<file path="src/rtl/go_pkg.sv">
// Shared types and helpers for the Go board controller: stone encoding,
// controller states and the row/column to cell index mapping.
package go_pkg;

  localparam int BOARD_N = 9;

  typedef enum logic [1:0] {
    EMPTY = 2'b00,
    BLACK = 2'b01,
    WHITE = 2'b10
  } stone_t;

  typedef enum logic [2:0] {
    S_IDLE,
    S_CHECK,
    S_COMMIT,
    S_REJECT,
    S_OVER
  } ctrl_state_t;

  function automatic logic [6:0] cell_idx(input logic [3:0] r, input logic [3:0] c);
    return 7'({3'b000, r} * 7'(BOARD_N) + {3'b000, c});
  endfunction

endpackage

</file>
<file path="src/rtl/go_board_ctrl_edge_detect.sv">
// Rising-edge detector for one debounced button. The history register is loaded
// from the live input during reset so a button held through reset yields no edge.
module edge_detect (
  input  logic vclock_in,
  input  logic reset_in,
  input  logic level_in,
  output logic pulse_out
);

  logic level_prev_reg;
  logic pulse_reg;

  always_ff @(posedge vclock_in) begin
    if (reset_in) begin
      level_prev_reg <= level_in;
      pulse_reg      <= 1'b0;
    end else begin
      level_prev_reg <= level_in;
      pulse_reg      <= level_in & ~level_prev_reg;
    end
  end

  assign pulse_out = pulse_reg;

endmodule

</file>
<file path="src/rtl/go_board_ctrl.sv">
// Live 9x9 Go board owner: sequences cursor moves, placements and passes from
// button edges, and republishes the board to the renderer on each vsync fall.
module go_board_ctrl #(
  parameter int BOARD_N    = 9,
  parameter int MAX_STONES = 81
) (
  input  logic                           vclock_in,
  input  logic                           reset_in,
  input  logic                           btn_up_in,
  input  logic                           btn_down_in,
  input  logic                           btn_left_in,
  input  logic                           btn_right_in,
  input  logic                           btn_place_in,
  input  logic                           btn_pass_in,
  input  logic                           vsync_in,
  output logic [2*BOARD_N*BOARD_N-1:0]   board_out,
  output logic [3:0]                     cursor_row_out,
  output logic [3:0]                     cursor_col_out,
  output logic                           turn_out,
  output logic                           illegal_out,
  output logic                           game_over_out,
  output logic [6:0]                     black_count_out,
  output logic [6:0]                     white_count_out
);

  import go_pkg::*;

  localparam int CELLS = BOARD_N * BOARD_N;
  localparam logic [3:0] LAST_POS = 4'(BOARD_N - 1);
  localparam logic [3:0] HOME_POS = 4'(BOARD_N / 2);

  // Button order, highest priority first: place, pass, up, down, left, right
  localparam int B_RIGHT = 0;
  localparam int B_LEFT  = 1;
  localparam int B_DOWN  = 2;
  localparam int B_UP    = 3;
  localparam int B_PASS  = 4;
  localparam int B_PLACE = 5;

  logic [5:0] btn_level;
  logic [5:0] btn_pulse;

  assign btn_level = {btn_place_in, btn_pass_in, btn_up_in, btn_down_in, btn_left_in, btn_right_in};

  genvar gi;
  generate
    for (gi = 0; gi < 6; gi++) begin : g_edge
      edge_detect u_edge (
        .vclock_in (vclock_in),
        .reset_in  (reset_in),
        .level_in  (btn_level[gi]),
        .pulse_out (btn_pulse[gi])
      );
    end
  endgenerate

  ctrl_state_t state_reg, state_next;
  logic [3:0]  cursor_row_reg, cursor_row_next;
  logic [3:0]  cursor_col_reg, cursor_col_next;
  logic        turn_reg, turn_next;
  logic [1:0]  pass_cnt_reg, pass_cnt_next;
  logic [6:0]  black_count_reg, black_count_next;
  logic [6:0]  white_count_reg, white_count_next;
  logic        vsync_prev_reg;
  logic        commit_en;
  logic [6:0]  cur_idx;
  logic [7:0]  stone_total;
  logic        vsync_fall;

  stone_t                board_reg [CELLS];
  logic [2*CELLS-1:0]    board_flat;

  assign cur_idx    = cell_idx(cursor_row_reg, cursor_col_reg);
  assign vsync_fall = vsync_prev_reg & ~vsync_in;

  always_comb begin
    state_next       = state_reg;
    cursor_row_next  = cursor_row_reg;
    cursor_col_next  = cursor_col_reg;
    turn_next        = turn_reg;
    pass_cnt_next    = pass_cnt_reg;
    black_count_next = black_count_reg;
    white_count_next = white_count_reg;
    commit_en        = 1'b0;
    illegal_out      = 1'b0;
    game_over_out    = 1'b0;
    stone_total      = {1'b0, black_count_reg} + {1'b0, white_count_reg};

    case (state_reg)
      S_IDLE: begin
        if (btn_pulse[B_PLACE]) begin
          state_next = S_CHECK;
        end else if (btn_pulse[B_PASS]) begin
          turn_next     = ~turn_reg;
          pass_cnt_next = pass_cnt_reg + 2'd1;
          if (pass_cnt_reg == 2'd1) state_next = S_OVER;
        end else if (btn_pulse[B_UP]) begin
          cursor_row_next = (cursor_row_reg == 4'd0) ? LAST_POS : cursor_row_reg - 4'd1;
        end else if (btn_pulse[B_DOWN]) begin
          cursor_row_next = (cursor_row_reg == LAST_POS) ? 4'd0 : cursor_row_reg + 4'd1;
        end else if (btn_pulse[B_LEFT]) begin
          cursor_col_next = (cursor_col_reg == 4'd0) ? LAST_POS : cursor_col_reg - 4'd1;
        end else if (btn_pulse[B_RIGHT]) begin
          cursor_col_next = (cursor_col_reg == LAST_POS) ? 4'd0 : cursor_col_reg + 4'd1;
        end
      end
      S_CHECK: begin
        state_next = (board_reg[cur_idx] == EMPTY) ? S_COMMIT : S_REJECT;
      end
      S_COMMIT: begin
        commit_en     = 1'b1;
        turn_next     = ~turn_reg;
        pass_cnt_next = 2'd0;
        if (turn_reg) white_count_next = white_count_reg + 7'd1;
        else          black_count_next = black_count_reg + 7'd1;
        // The filled-board test uses the counts as they will be after this commit
        stone_total = {1'b0, black_count_next} + {1'b0, white_count_next};
        state_next  = (stone_total == 8'(MAX_STONES)) ? S_OVER : S_IDLE;
      end
      S_REJECT: begin
        illegal_out = 1'b1;
        state_next  = S_IDLE;
      end
      S_OVER: begin
        game_over_out = 1'b1;
      end
      default: state_next = S_IDLE;
    endcase
  end

  always_ff @(posedge vclock_in) begin
    if (reset_in) begin
      state_reg       <= S_IDLE;
      cursor_row_reg  <= HOME_POS;
      cursor_col_reg  <= HOME_POS;
      turn_reg        <= 1'b0;
      pass_cnt_reg    <= 2'd0;
      black_count_reg <= 7'd0;
      white_count_reg <= 7'd0;
      vsync_prev_reg  <= vsync_in;
      board_out       <= '0;
    end else begin
      state_reg       <= state_next;
      cursor_row_reg  <= cursor_row_next;
      cursor_col_reg  <= cursor_col_next;
      turn_reg        <= turn_next;
      pass_cnt_reg    <= pass_cnt_next;
      black_count_reg <= black_count_next;
      white_count_reg <= white_count_next;
      vsync_prev_reg  <= vsync_in;
      // Snapshot is of the board before any commit landing on this same edge
      if (vsync_fall) board_out <= board_flat;
    end
  end

  generate
    for (gi = 0; gi < CELLS; gi++) begin : g_cell
      always_ff @(posedge vclock_in) begin
        if (reset_in) begin
          board_reg[gi] <= EMPTY;
        end else if (commit_en && (cur_idx == 7'(gi))) begin
          board_reg[gi] <= turn_reg ? WHITE : BLACK;
        end
      end
      assign board_flat[gi*2 +: 2] = board_reg[gi];
    end
  endgenerate

  assign cursor_row_out  = cursor_row_reg;
  assign cursor_col_out  = cursor_col_reg;
  assign turn_out        = turn_reg;
  assign black_count_out = black_count_reg;
  assign white_count_out = white_count_reg;

endmodule

</file>
<file path="config.mk">
export PLATFORM = sky130hd
export DESIGN_NAME = go_board_ctrl
export DESIGN_NICKNAME = d
export VERILOG_FILES = /design/src/rtl/go_pkg.sv /design/src/rtl/go_board_ctrl_edge_detect.sv /design/src/rtl/go_board_ctrl.sv
export SDC_FILE = /design/constraint.sdc
export NUM_CORES = 1
export LEC_CHECK = 0
export BUFFER_PORTS_ARGS = -buffer_cell sky130_fd_sc_hd__buf_4
export CORE_MARGIN = 2
export CORE_UTILIZATION = 40
export CTS_BUF_LIST = sky130_fd_sc_hd__clkbuf_4 sky130_fd_sc_hd__clkbuf_8
export DETAILED_ROUTE_END_ITERATION = 10
export PLACE_DENSITY = 0.55
export SYNTH_ARGS = -nofsm -noshare
export SYNTH_HDL_FRONTEND = slang
export SYNTH_HIERARCHICAL = 1
export SYNTH_SLANG_ARGS = --single-unit
</file>
<file path="constraint.sdc">
create_clock -name vclock_in -period 6.8 [get_ports vclock_in]
set_clock_uncertainty 0.15 [all_clocks]
set_input_delay 0.68 -clock vclock_in [delete_from_list [all_inputs] [get_ports vclock_in]]
set_output_delay 0.68 -clock vclock_in [all_outputs]
set_load 0.05 [all_outputs]
</file>
# Word-level counts from Yosys, hierarchy flattened
# Memories as Yosys holds them, arrays and structs flattened. A register that Yosys moved wholly into a read port is not among the register bits.
# Cells that the tools add are included.
dict set report classes {
  addsub 9
  muxes 354
  n_eq_ne 92
  n_reduce_logical 93
  multipliers 1
  n_bitwise 101
}
# cell n
set op_table {}
lappend op_table {{$mux 1} 251}
lappend op_table {{$eq 7x6->1 const B} 32}
lappend op_table {{$mux 2} 84}
lappend op_table {{$eq 7x7->1 const B} 17}
lappend op_table {{$eq 7x5->1 const B} 16}
lappend op_table {{$logic_and 1x1->1} 81}
lappend op_table {{$or 1x1->1} 81}
lappend op_table {{$eq 7x4->1 const B} 8}
lappend op_table {{$mux 4} 8}
lappend op_table {{$eq 7x3->1 const B} 4}
lappend op_table {{$mux 7} 4}
lappend op_table {{$add 7x1->7 const B} 2}
lappend op_table {{$eq 7x2->1 const B} 2}
lappend op_table {{$not 1->1} 13}
lappend op_table {{$mux 3} 4}
lappend op_table {{$pmux 3 s4} 1}
lappend op_table {{$add 4x1->4 const B} 2}
lappend op_table {{$add 7x7->8} 1}
lappend op_table {{$eq 4x4->1 const B} 2}
lappend op_table {{$eq 8x7->1 const B} 1}
lappend op_table {{$logic_not 4->1} 2}
lappend op_table {{$sub 4x1->4 const B} 2}
lappend op_table {{$add 7x4->7} 1}
lappend op_table {{$and 1x1->1} 7}
lappend op_table {{20 further kinds} 24}
dict set report word_totals {
  wordCells 671
  regBits 41
  out_inout_bits 187
  input_bits 9
  mem_count 1
  mem_bits_rw 162
}
# name depth width rd rd_clocked_by_memory_dff write_ports line
set memory_table {}
lappend memory_table {board_reg 81 2 82 81 81 go_board_ctrl.sv:70} ;# stone_t board_reg [CELLS];

# Logic depth before layout (Yosys ltp)
dict set report logic_depth {
  word_depth 8
  depth_mapped 12
  mapped_depth_nobuf 11
}

# By module
# The synthesis kept the hierarchy.
# mod instances area_per_inst_um2 seq_area_each_um2 cells_per_inst
set by_module_without_submodules {}
lappend by_module_without_submodules {go_board_ctrl 1 15219.6 8688.3 1615}
lappend by_module_without_submodules {edge_detect 6 52.6 40.0 3}

# Least setup slack after synthesis
# No wires, ideal clock.
dict set report synth_path {
  kind {reg2reg}
  from {register cursor_row_reg[0], in the netlist cursor_row_out[0]}
  to {memory board_reg[34][0] in the netlist's numbering (enable)}
  stages_incl_launch_ff 12
  path_buffers 2
  synth_period_minus_slack_ps 3663
  t_required_ps 6335
  slack_ps 3137
  t_arrival_ps 3198
  setup_time_ps 315
  path_cell_list {dfxtp_1 ha_1 ha_1 ha_1 and2_1 a311o_1 a21oi_2 xor2_2 buf_4 nand2_1 buf_2 o21bai_1}
}
# element line
set synth_lines {}
lappend synth_lines {{start: declaration} go_board_ctrl.sv:58} ;# logic [3:0] cursor_row_reg, cursor_row_next;
lappend synth_lines {{start signal: assignment} go_board_ctrl.sv:144} ;# cursor_row_reg <= cursor_row_next;
lappend synth_lines {{end: declaration} go_board_ctrl.sv:70}

==> flow_summary.yaml <==
sta:
  slew_headroom_pct: 36.95
  setup_tns_ns: 0
  report.final.slew_viol_count: 0
  worstMarginPinSlew_ns: 0.9447
  finalCritPeriodShare_pct: 67.36
  hold_viol_final: 0
  final-setup-viol-count: 0
  timing.fmax_ghz: 0.2183
  rsz0062_at_grt: "false"
  fin_crit_ns: 4.580
placed_design:
  hpwl_mm: 28.54
  place.gp.congestion: 0.8017
  place_area_um2: 17260
  placement.io_buffers: 195
floorplanning:
  start_util_pct: 40.39
  die_w_um: 201.1
  rows: 72
  die_y_um: 201.1
  ioPinCount: 196
  dieArea_um2: 40430
  core_um2: 38470
setup_path:
  worstSetupEndpointType: "register"
  worstSetupPathType: "reg2reg"
  cp-start-kind: "register"
  arrival_ns: 4.71
  crit_fanout: 21
  worstPathRequired_ns: 6.93
global_routing:
  antenna_found_initial: 0
  grt_max_degree: 121
  overflow: 0
  grt_pass1_wl_mm: 66.30
  grt_pass1_vias: 11833
  grtUsageTotal_pct: 21.01
cts:
  cts_resized: 0
  clk_latency_ns: 0.60
  cts_tree: "built"
  cts_sinks: 365
  numCtsBuffers: 66
  clk_pin_slew_worst_paths_ns: 0.06
  cts_buffer_depth: 3
  hold_buffers: 0
  cts-root-buf: "clkbuf_8"
  cts_setup_buffers: 0
  cts-htree-levels: 3
logic_synthesis:
  ys.flop_type: "dfxtp_1"
  seq_area_frac_synth_pct: 57.47
  synth_top_area_share_pct: 31.31
  synth_area_um2: 15530
  synth_seq_cells: 365
  async_reset_ff_share_pct: 0
  syn_nets: 1669
  synth_edf_count: 162
  synth_area_per_cell_um2: 9.513
  synth_area_leader_cell: "edfxtp_1"
  synth.area.top_cells: "edfxtp_1 (31%), dfxtp_1 (26%), nand2_1 (8.5%)"
  yosys_warnings: 6
  yosysUniqueCellTypes: 54
  synthCells: 1633
flow_run:
  cap_violations: 0
power:
  p_leak_nw: 6.843
  internal_power_mw: 3.809
  swShare_pct: 26.52
  p_clk_share_pct: 42.2
  switchingPower_mw: 1.375
  irDropWorstVdd_uv: 179.6
  pwr-share-comb_pct: 11.2
  p_seq_share_pct: 46.6
  power_density_nw_per_um2: 277.3
routing:
  routedWlPerCell_um: 18.33
  dr_wl_met2_mm: 20.26
  drc: 0
  drtIter0Drc: 1065
  dr_wl_met3_mm: 2.982
  drt_pre_antenna_iters: 6
  routed_wl_mm: 43.13
  met1Wirelength_mm: 18.91
  vias: 12227
  viasPerCell: 5.196
  detail-route-antenna-nets: 0
  top_layer_used: "met4"
finish:
  fin_nets: 1818
  diodes: 0
  area_growth_pct: 20.30
  design_area_um2: 18690
  drive_above_1_share_pct: 19.73
worst_hold_path:
  hold_path.class: "in2reg"
status:
  status: "finished, final reports clean"
cell type report:
cell class	instances	area (µm²)
clock buffer	106	1315
clock inverter	15	113.9
sequential	365	8929
timing repair buffer	205	1545
inverter	18	67.56
tap	518	648.1
multi-input combinational	1126	6071
fill	3728	19780
per-stage QoR:
step	hold WS (ns)	power [mW]	util, %	worst slack (ns)	std cells
3_3_place_gp	0.2424	3.041	44.87	2.355	2232
4_1_cts	0.0006660	5.247	48.59	2.283	2353
6_report	0.03911	5.183	48.59	2.220	2353
5_1_grt	0.01854	5.392	48.59	1.960	2353
2_1_floorplan	0.2368	2.864	-	3.137	1633
3_5_place_dp	0.2444	3.045	44.87	2.320	2232
worst max-delay path: stages (launching register included):
cell and delay, ns:
dfxtp_1 0.40, ha_1 0.34, ha_2 0.18, inv_1 0.05
fa_1 1.11, clkinv_1 0.63, nor2_1 0.43, nand2_1 0.53
o21bai_1 0.42
kinds of logic (layout without fill, tap and decap cells):
family                   Yosys count  in the layout  share of synthesized area, %
AO/OA/AOI/OAI                    350            350                         13.31
XOR/XNOR                          25             25                         1.458
adder cells (fa/ha/maj)           27             27                         2.271
buffers and inverters            142            344                         3.560
flip-flops                       365            365                         57.47
multiplexers                      23             23                         3.028
AND/OR/NAND/NOR                  701            701                         18.90
path summary, 6_finish.rpt:
| kind | from | to | slack [ns] | depth (start not counted) |
|---|---|---|---|---|
| min reg2reg | g_edge[2].u_edge/level_prev_reg | g_edge[2].u_edge/pulse_out | 0.25 | 1 |
| max reg2reg | cursor_row_out[1] | board_reg[9][1] | 2.22 | 8 |
| max | cursor_row_out[1] | board_reg[9][1] | 2.22 | 8 |
| min | btn_up_in | g_edge[3].u_edge/level_prev_reg | 0.04 | 1 |
cells in the mapped netlist (all sizes together) (15+ instances only):
cell and instances:
a21oi 206, buf 19, clkbuf 105, dfxtp 203, edfxtp 162, ha 25, inv 17, mux4 19
nand2 350, nand3 33, nor2 223, nor3 41, o21ai 25, o21bai 80, xnor2 15
layer usage:
layer	GRT usage, %	up-vias
met5	0	-
met4	7.249	0
met3	4.854	64
met2	34.05	367
met1	27.68	5869
li1	-	5927
layout by cell type (no fill, tap or decap), types with 3 or more instances in the layout:
| cell type | n |
|---|---|
| xnor2_1 | 15 |
| nor3_1 | 41 |
| nor4_1 | 4 |
| nand3_1 | 28 |
| o21ai_0 | 23 |
| nand4b_1 | 4 |
| nor2b_1 | 10 |
| clkbuf_4 | 23 |
| a22oi_1 | 4 |
| o21a_1 | 3 |
| nand4_1 | 6 |
| nand3_2 | 5 |
| clkinv_2 | 5 |
| edfxtp_1 | 162 |
| ha_1 | 24 |
| a21oi_1 | 205 |
| nand2_1 | 350 |
| and3_1 | 3 |
| mux4_2 | 19 |
| dfxtp_1 | 203 |
| a2111oi_0 | 6 |
| nor2_1 | 223 |
| inv_1 | 16 |
| o211ai_1 | 4 |
| o21bai_1 | 80 |
| clkinvlp_4 | 4 |
| clkbuf_8 | 84 |
| nor3b_2 | 6 |
| buf_4 | 204 |
| a211oi_1 | 11 |
| or3_1 | 10 |
| clkinv_1 | 4 |
| xor2_1 | 9 |
| nand2b_1 | 4 |
power by group through the flow:
stage               Sequential [mW]  Clock, mW  Combinational [mW]
global route                   2.43       2.34               0.624
global placement               2.46          0               0.578
CTS                            2.42       2.25               0.583
finish                         2.42       2.19               0.579
detailed placement             2.46          0               0.581
floorplan                      2.56          0               0.305
Note: power is estimated with default switching activity, not from simulation.
